===== src/rtl/memory_arbiter_if.sv =====
// Bus bundle between the fetch stage, the memory stage, the arbiter and MEMORY.
// Handshake: a requester raises *_request with stable operands and holds them
// until its one-cycle *_ready pulse; the pulse is the only completion signal.
// arb_state exposes the arbiter FSM state for debug and checkers.
interface memory_arbiter_if #(
    parameter int ADDRESS_WIDTH = 32,
    parameter int DATA_WIDTH    = 32
);
    logic                     fetch_request;
    logic [ADDRESS_WIDTH-1:0] fetch_address;
    logic                     fetch_ready;
    logic [DATA_WIDTH-1:0]    fetch_data;

    logic                     data_request;
    logic                     data_write_enable;
    logic [ADDRESS_WIDTH-1:0] data_address;
    logic [DATA_WIDTH-1:0]    data_write_data;
    logic                     data_ready;
    logic [DATA_WIDTH-1:0]    data_read_data;

    logic                     memory_enable;
    logic [ADDRESS_WIDTH-1:0] memory_address;
    logic                     memory_write_enable;
    logic [DATA_WIDTH-1:0]    memory_write_data;
    logic [DATA_WIDTH-1:0]    memory_read_data;

    logic [1:0]               arb_state;

    // Arbiter side.
    modport slave (
        input  fetch_request, fetch_address,
        output fetch_ready, fetch_data,
        input  data_request, data_write_enable, data_address, data_write_data,
        output data_ready, data_read_data,
        output memory_enable, memory_address, memory_write_enable, memory_write_data,
        input  memory_read_data,
        output arb_state
    );

    // Requester / memory / environment side.
    modport master (
        output fetch_request, fetch_address,
        input  fetch_ready, fetch_data,
        output data_request, data_write_enable, data_address, data_write_data,
        input  data_ready, data_read_data,
        input  memory_enable, memory_address, memory_write_enable, memory_write_data,
        output memory_read_data,
        input  arb_state
    );
endinterface


===== src/rtl/memory_arbiter.sv =====
// Round-robin arbiter sharing one single-port memory between the fetch stage
// (read-only) and the memory stage (load/store). One access in flight at a
// time: IDLE (arbitrate) -> ACCESS (MEM_LATENCY cycles) -> DONE (ready pulse).
module memory_arbiter #(
    parameter int ADDRESS_WIDTH = 32,
    parameter int DATA_WIDTH    = 32,
    parameter int MEM_LATENCY   = 1
) (
    input logic              clk,
    input logic              reset,
    memory_arbiter_if.slave  bus
);

    typedef enum logic [1:0] {
        IDLE   = 2'd0,
        ACCESS = 2'd1,
        DONE   = 2'd2
    } state_t;

    localparam logic [3:0] COUNT_START = 4'(MEM_LATENCY - 1);

    state_t                   state;
    state_t                   state_next;
    logic [3:0]               counter;
    logic                     last_grant_data;   // 1: data won the last arbitration
    logic                     grant_data;        // winner of the access in flight
    logic                     access_write;      // access in flight is a store
    logic                     any_request;
    logic                     pick_data;

    logic [ADDRESS_WIDTH-1:0] memory_address_q;
    logic [DATA_WIDTH-1:0]    memory_write_data_q;
    logic [DATA_WIDTH-1:0]    fetch_data_q;
    logic [DATA_WIDTH-1:0]    data_read_data_q;

    // Arbitration: a lone request wins; on a tie the side that did not win last time wins.
    always_comb begin
        any_request = bus.fetch_request | bus.data_request;
        pick_data   = bus.data_request & (~bus.fetch_request | ~last_grant_data);
    end

    // State register.
    always_ff @(posedge clk or posedge reset) begin
        if (reset) begin
            state <= IDLE;
        end else begin
            state <= state_next;
        end
    end

    // Next-state logic.
    always_comb begin
        state_next = state;
        case (state)
            IDLE:    if (any_request) state_next = ACCESS;
            ACCESS:  if (counter == 4'd0) state_next = DONE;
            DONE:    state_next = IDLE;
            default: state_next = IDLE;
        endcase
    end

    // Access datapath: latch the winner's operands, count latency, capture read data.
    always_ff @(posedge clk or posedge reset) begin
        if (reset) begin
            counter             <= 4'd0;
            last_grant_data     <= 1'b0;
            grant_data          <= 1'b0;
            access_write        <= 1'b0;
            memory_address_q    <= '0;
            memory_write_data_q <= '0;
            fetch_data_q        <= '0;
            data_read_data_q    <= '0;
        end else begin
            case (state)
                IDLE: begin
                    if (any_request) begin
                        memory_address_q    <= pick_data ? bus.data_address : bus.fetch_address;
                        memory_write_data_q <= pick_data ? bus.data_write_data : '0;
                        access_write        <= pick_data & bus.data_write_enable;
                        grant_data          <= pick_data;
                        last_grant_data     <= pick_data;
                        counter             <= COUNT_START;
                    end
                end
                ACCESS: begin
                    if (counter != 4'd0) begin
                        counter <= counter - 4'd1;
                    end else if (!access_write) begin
                        if (grant_data) begin
                            data_read_data_q <= bus.memory_read_data;
                        end else begin
                            fetch_data_q <= bus.memory_read_data;
                        end
                    end
                end
                default: ;
            endcase
        end
    end

    // Outputs decoded from state: enable and strobe track ACCESS, ready pulses in DONE.
    always_comb begin
        bus.memory_enable       = (state == ACCESS);
        bus.memory_write_enable = (state == ACCESS) && (counter == 4'd0) && access_write;
        bus.fetch_ready         = (state == DONE) && !grant_data;
        bus.data_ready          = (state == DONE) && grant_data;
        bus.arb_state           = state;
    end

    assign bus.memory_address    = memory_address_q;
    assign bus.memory_write_data = memory_write_data_q;
    assign bus.fetch_data        = fetch_data_q;
    assign bus.data_read_data    = data_read_data_q;

endmodule


===== src/flat_wrapper.sv =====
// flat-port wrapper written by rule: the top's interface ports become plain ports
module memory_arbiter_flat 
#(
    parameter int ADDRESS_WIDTH = 32,
    parameter int DATA_WIDTH    = 32,
    parameter int MEM_LATENCY   = 1
)
  (clk, reset, bus_fetch_request, bus_fetch_address, bus_fetch_ready, bus_fetch_data, bus_data_request, bus_data_write_enable, bus_data_address, bus_data_write_data, bus_data_ready, bus_data_read_data, bus_memory_enable, bus_memory_address, bus_memory_write_enable, bus_memory_write_data, bus_memory_read_data, bus_arb_state);
  memory_arbiter_if #(.ADDRESS_WIDTH(ADDRESS_WIDTH), .DATA_WIDTH(DATA_WIDTH)) bus_i ();
  input logic clk;
  input logic reset;
  input wire logic [$bits(bus_i.fetch_request)-1:0] bus_fetch_request;
  input wire logic [$bits(bus_i.fetch_address)-1:0] bus_fetch_address;
  output wire logic [$bits(bus_i.fetch_ready)-1:0] bus_fetch_ready;
  output wire logic [$bits(bus_i.fetch_data)-1:0] bus_fetch_data;
  input wire logic [$bits(bus_i.data_request)-1:0] bus_data_request;
  input wire logic [$bits(bus_i.data_write_enable)-1:0] bus_data_write_enable;
  input wire logic [$bits(bus_i.data_address)-1:0] bus_data_address;
  input wire logic [$bits(bus_i.data_write_data)-1:0] bus_data_write_data;
  output wire logic [$bits(bus_i.data_ready)-1:0] bus_data_ready;
  output wire logic [$bits(bus_i.data_read_data)-1:0] bus_data_read_data;
  output wire logic [$bits(bus_i.memory_enable)-1:0] bus_memory_enable;
  output wire logic [$bits(bus_i.memory_address)-1:0] bus_memory_address;
  output wire logic [$bits(bus_i.memory_write_enable)-1:0] bus_memory_write_enable;
  output wire logic [$bits(bus_i.memory_write_data)-1:0] bus_memory_write_data;
  input wire logic [$bits(bus_i.memory_read_data)-1:0] bus_memory_read_data;
  output wire logic [$bits(bus_i.arb_state)-1:0] bus_arb_state;
  assign bus_i.fetch_request = bus_fetch_request;
  assign bus_i.fetch_address = bus_fetch_address;
  assign bus_fetch_ready = bus_i.fetch_ready;
  assign bus_fetch_data = bus_i.fetch_data;
  assign bus_i.data_request = bus_data_request;
  assign bus_i.data_write_enable = bus_data_write_enable;
  assign bus_i.data_address = bus_data_address;
  assign bus_i.data_write_data = bus_data_write_data;
  assign bus_data_ready = bus_i.data_ready;
  assign bus_data_read_data = bus_i.data_read_data;
  assign bus_memory_enable = bus_i.memory_enable;
  assign bus_memory_address = bus_i.memory_address;
  assign bus_memory_write_enable = bus_i.memory_write_enable;
  assign bus_memory_write_data = bus_i.memory_write_data;
  assign bus_i.memory_read_data = bus_memory_read_data;
  assign bus_arb_state = bus_i.arb_state;
  memory_arbiter #(.ADDRESS_WIDTH(ADDRESS_WIDTH), .DATA_WIDTH(DATA_WIDTH), .MEM_LATENCY(MEM_LATENCY)) u_core (.clk(clk), .reset(reset), .bus(bus_i));
endmodule

===== config.mk =====
export PLATFORM = sky130hd
export DESIGN_NAME = memory_arbiter_flat
export DESIGN_NICKNAME = d
export VERILOG_FILES = /design/src/rtl/memory_arbiter_if.sv /design/src/rtl/memory_arbiter.sv /design/src/flat_wrapper.sv
export SDC_FILE = /design/constraint.sdc
export NUM_CORES = 1
export LEC_CHECK = 0
export ABC_AREA = 1
export CORE_ASPECT_RATIO = 0.6
export CORE_MARGIN = 2
export CORE_UTILIZATION = 44
export DETAILED_ROUTE_END_ITERATION = 10
export MAX_ROUTING_LAYER = met4
export PLACE_DENSITY = 0.86
export SYNTH_ARGS = -nofsm -noshare
export SYNTH_HDL_FRONTEND = slang
export SYNTH_SLANG_ARGS = --single-unit

===== constraint.sdc =====
create_clock -name clk -period 11.2 [get_ports clk]
set_input_delay 3.36 -clock clk [delete_from_list [all_inputs] [get_ports clk]]
set_output_delay 3.36 -clock clk [all_outputs]
set_load 0.01 [all_outputs]

==> reports/results.tsv, run 1 <==
metric	value	unit
Worst-Skew Late Latency	0.40	ns
Antenna Cells	0	
first-pass GRT wire length	28.55	mm
CP Max Fanout	5	
mux contribution to synthesized area	0	%
share of the synthesized area in the top cell type	61.28	%
DR vias/cell	5.014	
GP Congestion	0.8130	
Placed Cells	1043	
Layout area overhead	61.19	%
Synth Area in XOR/XNOR	0	%
RR Endpoint	u_core.bus.data_read_data[24]	
port bufs	266	
core area	12180	sq um
Die Area	13570	sq um
layout cell share with drive strength beyond 1	5.165	%
CP Launch Type	flip-flop	
count of final setup violators	0	
Starting Density	45.60	%
first drt pass iteration count	4	
setup TNS	0	ns
r2r startpoint	u_core.counter[0]	
total CTS buffers	17	
Synth Area in Simple Gates	28.16	%
clock sink count	136	
standard-cell rows	31	
max-slew violation count	0	
Worst Setup End Kind	output port	
Synth area leaders	dfrtp_1, nand2_1, nand3_1	
RSZ-0062 raised after global routing	no	
worst r2r path cells	8	
CP Launch Point	u_core.counter[0]	
TritonCTS clock tree	yes	
Die Wd	149.0	microns
fmax	0.1853	GHz
period utilization	48.17	%
adder-cell share of the synthesized area	0.2253	%
FF+latch count, synth	136	
Root Driver	clkbuf_16	
Crit Path Category	flip-flop to output port	
DRC viols	0	
CP Data Arrival Time	2.04	ns
Final Power	2.653	mW
initial antenna violation count	0	
Vias	5390	
Mapped Avg Cell Area	8.624	sq um
CTS resizes	0	
Unique masters post-synth	19	
Worst-Margin Slew	1.124	ns
Peak VDD IR	0.1630	mV
clk_skew	0.01193	ns
Post-CTS Setup Inserts	0	
routed len/inst	16.55	microns
final hold viol count	0	
Finished Layout Cells	1075	
final hold slack	0.4697	ns
Post-DP HPWL	12.07	mm
largest net degree at the start of global routing	75	
Worst Setup EP	bus_memory_write_enable	
Synth Cell Area	5554	sq um
Max clock buf depth	2	
post-synthesis compound-gate area fraction	6.218	%
Max-slew headroom	24.97	%
grt ovf	0	
Worst Hold Class	flip-flop to flip-flop	
Final #Nets	1031	
sequential area share after synthesis	61.28	%
Pwr Density	296.4	nW/um^2
Net Count, Synth	778	
largest family of logic cells by synthesized area	simple AND/OR/NAND/NOR gates	
hold buffer count at cts	0	
post-synthesis cell count	644	
WP data required	7.84	ns
antenna viol nets, final	0	
vias in the first global route	5522	
leading area contributor after synthesis	dfrtp_1	
R2R Setup Slk	8.09	ns
DRT iter0 DRCs	276	
Total GRT Usage	28.01	%
H-tree depth	4	
Syn. warnings	0	
status	completed	
max-capacitance violation count	0	
WL final	17.79	mm
leak pwr	4.209	nW
Reg clk slew, reported paths	0.06	ns
Die Y	91.03	microns
IO Count	267	
fin crit period	5.395	ns
synth_stat cells (all sizes together):
library cell	instances
buf	24
nand4	2
dfrtp	136
nor3	4
inv	12
a21oi	1
clkbuf	15
o21ai	68
nor2	42
ha	1
nand3	67
nand2	272
worst min path at each step:
stage / from / to / cells after the start
finish: u_core.bus.fetch_data[16] / u_core.bus.fetch_data[16] / 2
detailed placement: u_core.bus.fetch_data[16] / u_core.bus.fetch_data[16] / 2
global placement: u_core.bus.fetch_data[15] / u_core.bus.fetch_data[15] / 2
global route: u_core.bus.fetch_data[24] / u_core.bus.fetch_data[24] / 2
floorplan: u_core.counter[3] / u_core.counter[3] / 2
CTS: u_core.bus.fetch_data[16] / u_core.bus.fetch_data[16] / 2
metrics by stage:
step,setup WS (ns),area [sq um],util [%]
2_1_floorplan,4.201,5554,-
6_report,5.805,8952,73.51
3_5_place_dp,5.786,8310,68.24
3_3_place_gp,5.803,8310,68.24
4_1_cts,5.769,8952,73.51
5_1_grt,5.622,8952,73.51
flip-flops by register name (all words and copies together) (netlist names):
register / count
u_core.last_grant_data: 1
u_core.bus.arb_state: 2
u_core.bus.memory_write_data: 32
u_core.bus.fetch_data: 32
u_core.bus.memory_address: 32
u_core.access_write: 1
u_core.bus.data_read_data: 32
u_core.counter: 4
placed cells by master (no fill, tap or decap), types with 2 or more instances in the layout:
cell type / count
nand2_1: 271
nand4_1: 2
bufinv_16: 4
nor2_1: 39
nand3_1: 67
nor2_4: 2
clkinv_4: 4
clkbuf_16: 17
dfrtp_1: 136
clkbuf_1: 2
o21ai_1: 57
clkdlybuf4s50_1: 266
inv_2: 4
buf_4: 7
nor3_1: 3
o21ai_0: 11
clkbuf_8: 3
inv_1: 7
metal layers:
| metal | GRT usage, % | vias to the layer above | share of wire, % |
|---|---|---|---|
| met4 | 7.619 | 0 | 2.2 |
| met3 | 8.844 | 30 | 8.0 |
| met5 | - | - | 0 |
| met1 | 35.05 | 2571 | 42 |
| li1 | - | 2569 | - |
| met2 | 44.32 | 220 | 48 |
worst max-delay path, stage by stage, from the launching register on:
cell	delay (ns)
dfrtp_1	0.37
inv_1	0.11
ha_1	0.20
nand2_1	0.19
nor3_1	0.18
clkdlybuf4s50_1	0.59
cell type report:
| cell class | count | area (sq um) |
|---|---|---|
| Timing Repair Buffer | 273 | 2715 |
| Tap cell | 165 | 206.4 |
| Clock inverter | 10 | 167.7 |
| Fill cell | 911 | 3227 |
| Inverter | 12 | 50.05 |
| Sequential cell | 136 | 3403 |
| Multi-Input combinational cell | 457 | 1936 |
| Clock buffer | 22 | 474.2 |
cells by family after synthesis:
family	count (synthesis)
compound gates	69
fa+ha+maj	1
buf+inv	51
flops	136
simple gates	387
where the power goes:
part | internal, mW | switching (mW) | total, mW
sequential | 0.726 | 0.139 | 0.865
combinational | 0.577 | 0.611 | 1.19
clock | 0.392 | 0.209 | 0.601
total | 1.69 | 0.959 | 2.65
Note: power is estimated with default switching activity, not from simulation.
==> run 2, diff against run 1 <==
Settings changed: CORE_UTILIZATION 44 to 37, PLACE_DENSITY 0.86 to 0.77.
Clock period 11.2 ns to 4.74 ns, I/O delays scaled along.
==> run 2 against run 1 <==
Final cell count is 3.3% higher. First-iteration DRC count rose by 22%. Critical path depth unchanged. Sequential power is 140% higher. Utilization down 12 points. Worst setup slack got worse by 4.6 ns. Via count decreased by 0.22%. Total power up 130%. Die area is 18% higher. Critical path type unchanged. Largest cell class unchanged.
==> reports/results.tsv, run 2 (synthesis gave the netlist of run 1 again) <==
metric	value	unit	change
status	completed		
largest net degree at the start of global routing	69		-8.0%
period utilization	73.95	%	
fmax	0.2853	GHz	
clock power share	20.5	%	-2.1 points
IO Count	267		unchanged
Vias	5378		-0.22%
CP Launch Type	flip-flop		
Placed Cells	1079		+3.5%
Setup WS post-layout	1.235	ns	-4.570 ns
min-delay src	u_core.bus.fetch_data[7]		
CP Data Arrival Time	2.08	ns	+0.04 ns
Peak VDD IR	0.3092	mV	+90%
NetSw	2.261	mW	+140%
Die Wd	162.2	microns	+8.8%
initial antenna violation count	0		unchanged
max-capacitance violation count	0		unchanged
max-slew violation count	0		unchanged
fin crit period	3.505	ns	
layout cell share with drive strength beyond 1	5.367	%	+0.20 points
Finished Layout Cells	1111		+3.3%
Max clock buf depth	2		unchanged
first drt pass iteration count	5		+1
count of final setup violators	0		unchanged
worst r2r path cells	8		unchanged
final hold viol count	0		unchanged
Pint	3.812	mW	+120%
Worst Hold Class	flip-flop to flip-flop		
Final Power	6.073	mW	+130%
TritonCTS clock tree	yes		
most frequent cells in the layout	nand2_1, clkdlybuf4s50_1, dfrtp_1		
Worst Setup End Kind	output port		
most common cell after layout, fill and taps aside	nand2_1		
WL final	17.34	mm	-2.6%
clock sink count	136		unchanged
Hold Path Sink	u_core.bus.fetch_data[7]		
DRT iter0 DRCs	337		+22%
standard-cell rows	34		+9.7%
Die Y	98.91	microns	+8.7%
grt ovf	0		unchanged
CP Max Fanout	5		unchanged
GP Congestion	0.8556		+5.2%
R2R Setup Slk	1.87	ns	-6.22 ns
Die Area	16040	sq um	+18%
routed len/inst	15.60	microns	-5.7%
H-tree depth	4		unchanged
Crit Path Category	flip-flop to output port		
sw frac	37.23	%	+1.1 points
WP data required	3.32	ns	-4.52 ns
hold buffer count at cts	0		unchanged
first-pass GRT wire length	27.79	mm	-2.7%
port bufs	266		unchanged
setup TNS	0	ns	unchanged
Layout Utilization	61.29	%	-12 points
filler cell count	1268		+39%
r2r startpoint	u_core.counter[0]		
antenna viol nets, final	0		unchanged
Final #Nets	1034		+0.29%
Layout area overhead	61.03	%	about the same
Antenna Cells	0		unchanged
Worst-Skew Late Latency	0.40	ns	about the same
CP Launch Point	u_core.counter[0]		
Sequential Power Share	33.6	%	+1.0 points
clk_skew	0.01022	ns	-0.001709 ns
Starting Density	38.06	%	-7.5 points
Root Driver	clkbuf_16		
CTS resizes	0		unchanged
DRC viols	0		unchanged
RSZ-0062 raised after global routing	no		
Worst-Margin Slew	1.122	ns	-0.002173 ns
RR Endpoint	u_core.bus.data_read_data[20]		
post-placement setup slack	1.457	ns	-4.329 ns
core area	14590	sq um	+20%
Max-slew headroom	25.11	%	+0.15 points
leak pwr	4.171	nW	-0.91%
vias in the first global route	5443		-1.4%
total CTS buffers	17		unchanged
Pwr Density	679.0	nW/um^2	+130%
part of the power in combinational logic	45.9	%	+1.1 points
Post-CTS Setup Inserts	0		unchanged
DR vias/cell	4.841		-3.5%
Total GRT Usage	22.73	%	-5.3 points
WHS Path Cells	2		unchanged
Reg clk slew, reported paths	0.06	ns	about the same
Post-DP HPWL	12.25	mm	+1.5%
-- run 2: power groups by stage --
stage	Sequential, mW	Combinational (mW)	Clock (mW)
6_report	2.04	2.79	1.24
3_3_place_gp	2.03	2.77	0
4_1_cts	2.04	2.82	1.27
3_5_place_dp	2.05	2.81	0
2_1_floorplan	2.26	1.06	0
5_1_grt	2.11	3.07	1.32
-- run 2: cell type report --
class / instances / area, sq um / area share (%)
timing repair buffer: 276 / 2750 / 30.75
clock buffer: 20 / 436.7 / 4.882
inverter: 12 / 48.80 / 0.5456
sequential: 136 / 3403 / 38.05
clock inverter: 12 / 121.4 / 1.357
multi-input combinational: 457 / 1936 / 21.64
tap: 198 / 247.7 / 2.770
-- run 2: worst max path at each step --
stage / to / cells past startpoint
6_report: bus_memory_write_enable / 5
5_1_grt: bus_memory_write_enable / 5
4_1_cts: bus_memory_write_enable / 5
3_5_place_dp: u_core.bus.memory_write_data[14] / 7
3_3_place_gp: u_core.bus.memory_address[13] / 7
2_1_floorplan: u_core.access_write / 1
-- run 2: per-stage QoR --
step                      hold WS [ns]  cell area (sq um)
final                           0.4691               8944
after global routing            0.4869               8944
after CTS                       0.4724               8944
after detailed placement        0.4582               8386
after global placement          0.4529               8386
after floorplan                 0.5029               5558
-- run 2: critical path, stage by stage, from the launching register on --
cell             delay [ns]
dfrtp_1                0.38
inv_1                  0.12
ha_1                   0.21
nand2_1                0.19
nor3_1                 0.18
clkdlybuf4s50_1        0.61
-- run 2: layer usage --
| metal | GRT usage [%] | up-vias | part of all wire (%) |
|---|---|---|---|
| li1 | - | 2582 | - |
| met1 | 29.56 | 2534 | 45 |
| met2 | 34.86 | 238 | 45 |
| met3 | 6.776 | 24 | 8.3 |
| met4 | 6.195 | 0 | 1.4 |
| met5 | - | - | 0 |
==> run 3, diff against run 2 <==
Settings changed: CORE_UTILIZATION 37 to 41, PLACE_DENSITY 0.77 to 0.81.
Clock period 4.74 ns to 3.62 ns, I/O delays scaled along.
==> run 3 against run 2 <==
Register-to-register slack worse by 0.23 ns. Clock power rose by 38%. Critical path depth stayed put. Die area fell by 9.4%. Final cell count down 2.3%. Non-clock buffer count is 3 higher. Final area up 0.62%. Sequential share of layout area decreased by 0.23 points. Total power rose by 33%. Via count fell by 1.2%. Worst setup slack worse by 0.74 ns.
==> reports/results.tsv, run 3 (synthesis gave the netlist of run 1 again) <==
metric	value	unit	change
clock power share	21.2	%	+0.7 points
CP Launch Type	flip-flop		
Peak VDD IR	0.3915	mV	+27%
standard-cell rows	32		-5.9%
core area	13050	sq um	-11%
max-slew violation count	0		unchanged
DRC viols	0		unchanged
Post-DP HPWL	12.14	mm	-0.94%
RSZ-0062 raised after global routing	no		
final instance area	8999	sq um	+0.62%
grt ovf	0		unchanged
GP Congestion	0.8651		+1.1%
Final #Nets	1037		+0.29%
count of final setup violators	0		unchanged
layout cell share with drive strength beyond 1	5.895	%	+0.53 points
part of the power in combinational logic	45.9	%	about the same
Final Power	8.072	mW	+33%
Post-CTS Setup Inserts	0		unchanged
max-capacitance violation count	0		unchanged
WL final	17.11	mm	-1.3%
first-pass GRT wire length	27.61	mm	-0.62%
Antenna Cells	0		unchanged
setup TNS	0	ns	unchanged
TritonCTS clock tree	yes		
Finished Layout Cells	1086		-2.3%
first drt pass iteration count	4		-1
vias in the first global route	5478		+0.64%
Total GRT Usage	25.01	%	+2.3 points
final hold viol count	0		unchanged
antenna viol nets, final	0		unchanged
Starting Density	42.55	%	+4.5 points
WP data required	2.53	ns	-0.79 ns
period utilization	86.22	%	
most common cell after layout, fill and taps aside	nand2_1		
placed inst area	8411	sq um	+0.30%
DR vias/cell	4.891		+1.0%
Sequential Power Share	32.9	%	-0.7 points
leak pwr	4.223	nW	+1.3%
NetSw	2.957	mW	+31%
hold buffer count at cts	0		unchanged
initial antenna violation count	0		unchanged
sw frac	36.64	%	-0.59 points
CTS resizes	0		unchanged
DRT iter0 DRCs	318		-5.6%
Max clock buf depth	2		unchanged
fmax	0.3204	GHz	
Root Driver	clkbuf_16		
status	completed		
Die Area	14520	sq um	-9.4%
most frequent cells in the layout	nand2_1, clkdlybuf4s50_1, dfrtp_1		
clk_skew	0.01552	ns	+0.005305 ns
Layout area overhead	62.02	%	
Die Y	94.16	microns	-4.8%
Max-slew headroom	62.33	%	+37 points
total CTS buffers	17		unchanged
Worst Setup End Kind	output port		
routed len/inst	15.75	microns	+0.96%
Die Wd	154.3	microns	-4.9%
Vias	5312		-1.2%
Placed Cells	1054		-2.3%
port bufs	266		unchanged
largest net degree at the start of global routing	65		-5.8%
CP Max Fanout	5		unchanged
fin crit period	3.121	ns	
Pwr Density	897.0	nW/um^2	+32%
Reg clk slew, reported paths	0.06	ns	about the same
Worst-Skew Late Latency	0.40	ns	about the same
clock sink count	136		unchanged
H-tree depth	4		unchanged
Crit Path Category	flip-flop to output port		
Worst-Margin Slew	0.5645	ns	-0.5572 ns
Worst Hold Class	flip-flop to flip-flop		
CP Data Arrival Time	2.04	ns	-0.04 ns
IO Count	267		unchanged
Pint	5.115	mW	+34%
-- run 3: cell type report --
cell class / instances / area, sq um
clock inverters: 13 / 145.1
well taps: 170 / 212.7
fillers: 1024 / 4054
inverters: 12 / 48.80
flip-flops and latches: 136 / 3403
repair buffers: 279 / 2810
multi-input cells: 457 / 1936
clock buffers: 19 / 442.9
-- run 3: final timing paths --
| path | startpoint | to | slack [ns] | cells past startpoint |
|---|---|---|---|---|
| min | u_core.bus.fetch_data[20] | u_core.bus.fetch_data[20] | 0.47 | 2 |
| min in group asynchronous | reset | u_core.bus.memory_address[25] | 1.06 | 2 |
| min reg2reg | u_core.bus.fetch_data[20] | u_core.bus.fetch_data[20] | 0.47 | 2 |
| max | u_core.counter[0] | bus_memory_write_enable | 0.50 | 5 |
| max reg2reg | u_core.counter[0] | u_core.bus.data_read_data[22] | 1.64 | 7 |
| max in group asynchronous | reset | u_core.bus.memory_write_data[23] | 1.82 | 3 |
-- run 3: metal layers --
layer | track usage [%] | part of all wire (%)
met5 | - | 0
met4 | 5.556 | 0.88
met3 | 6.642 | 7.5
met2 | 40.28 | 46
met1 | 32.24 | 45
-- run 3: per-stage QoR --
stage / setup slack (ns) / utilization [%] / hold WS (ns)
finish: 0.4989 / 68.94 / 0.4696
global route: 0.3303 / 68.94 / 0.4891
CTS: 0.4939 / 68.94 / 0.4722
detailed placement: 0.9169 / 64.44 / 0.4581
global placement: 0.9597 / 64.44 / 0.4531
floorplan: 0.8409 / - / 0.5029
-- run 3: critical path, cell delays in order (launching register included) --
cell and delay, ns:
dfrtp_1 0.37, inv_1 0.11, ha_1 0.20, nand2_1 0.20, nor3_1 0.19, clkdlybuf4s50_1 0.57
-- run 3: power by group through the flow --
stage                     Sequential [mW]  Clock, mW  Combinational (mW)
after floorplan                      2.96          0                1.39
final                                2.65       1.71                3.71
after CTS                            2.66       1.74                3.75
after global routing                 2.74       1.82                4.06
after detailed placement             2.66          0                3.74
after global placement               2.65          0                3.66
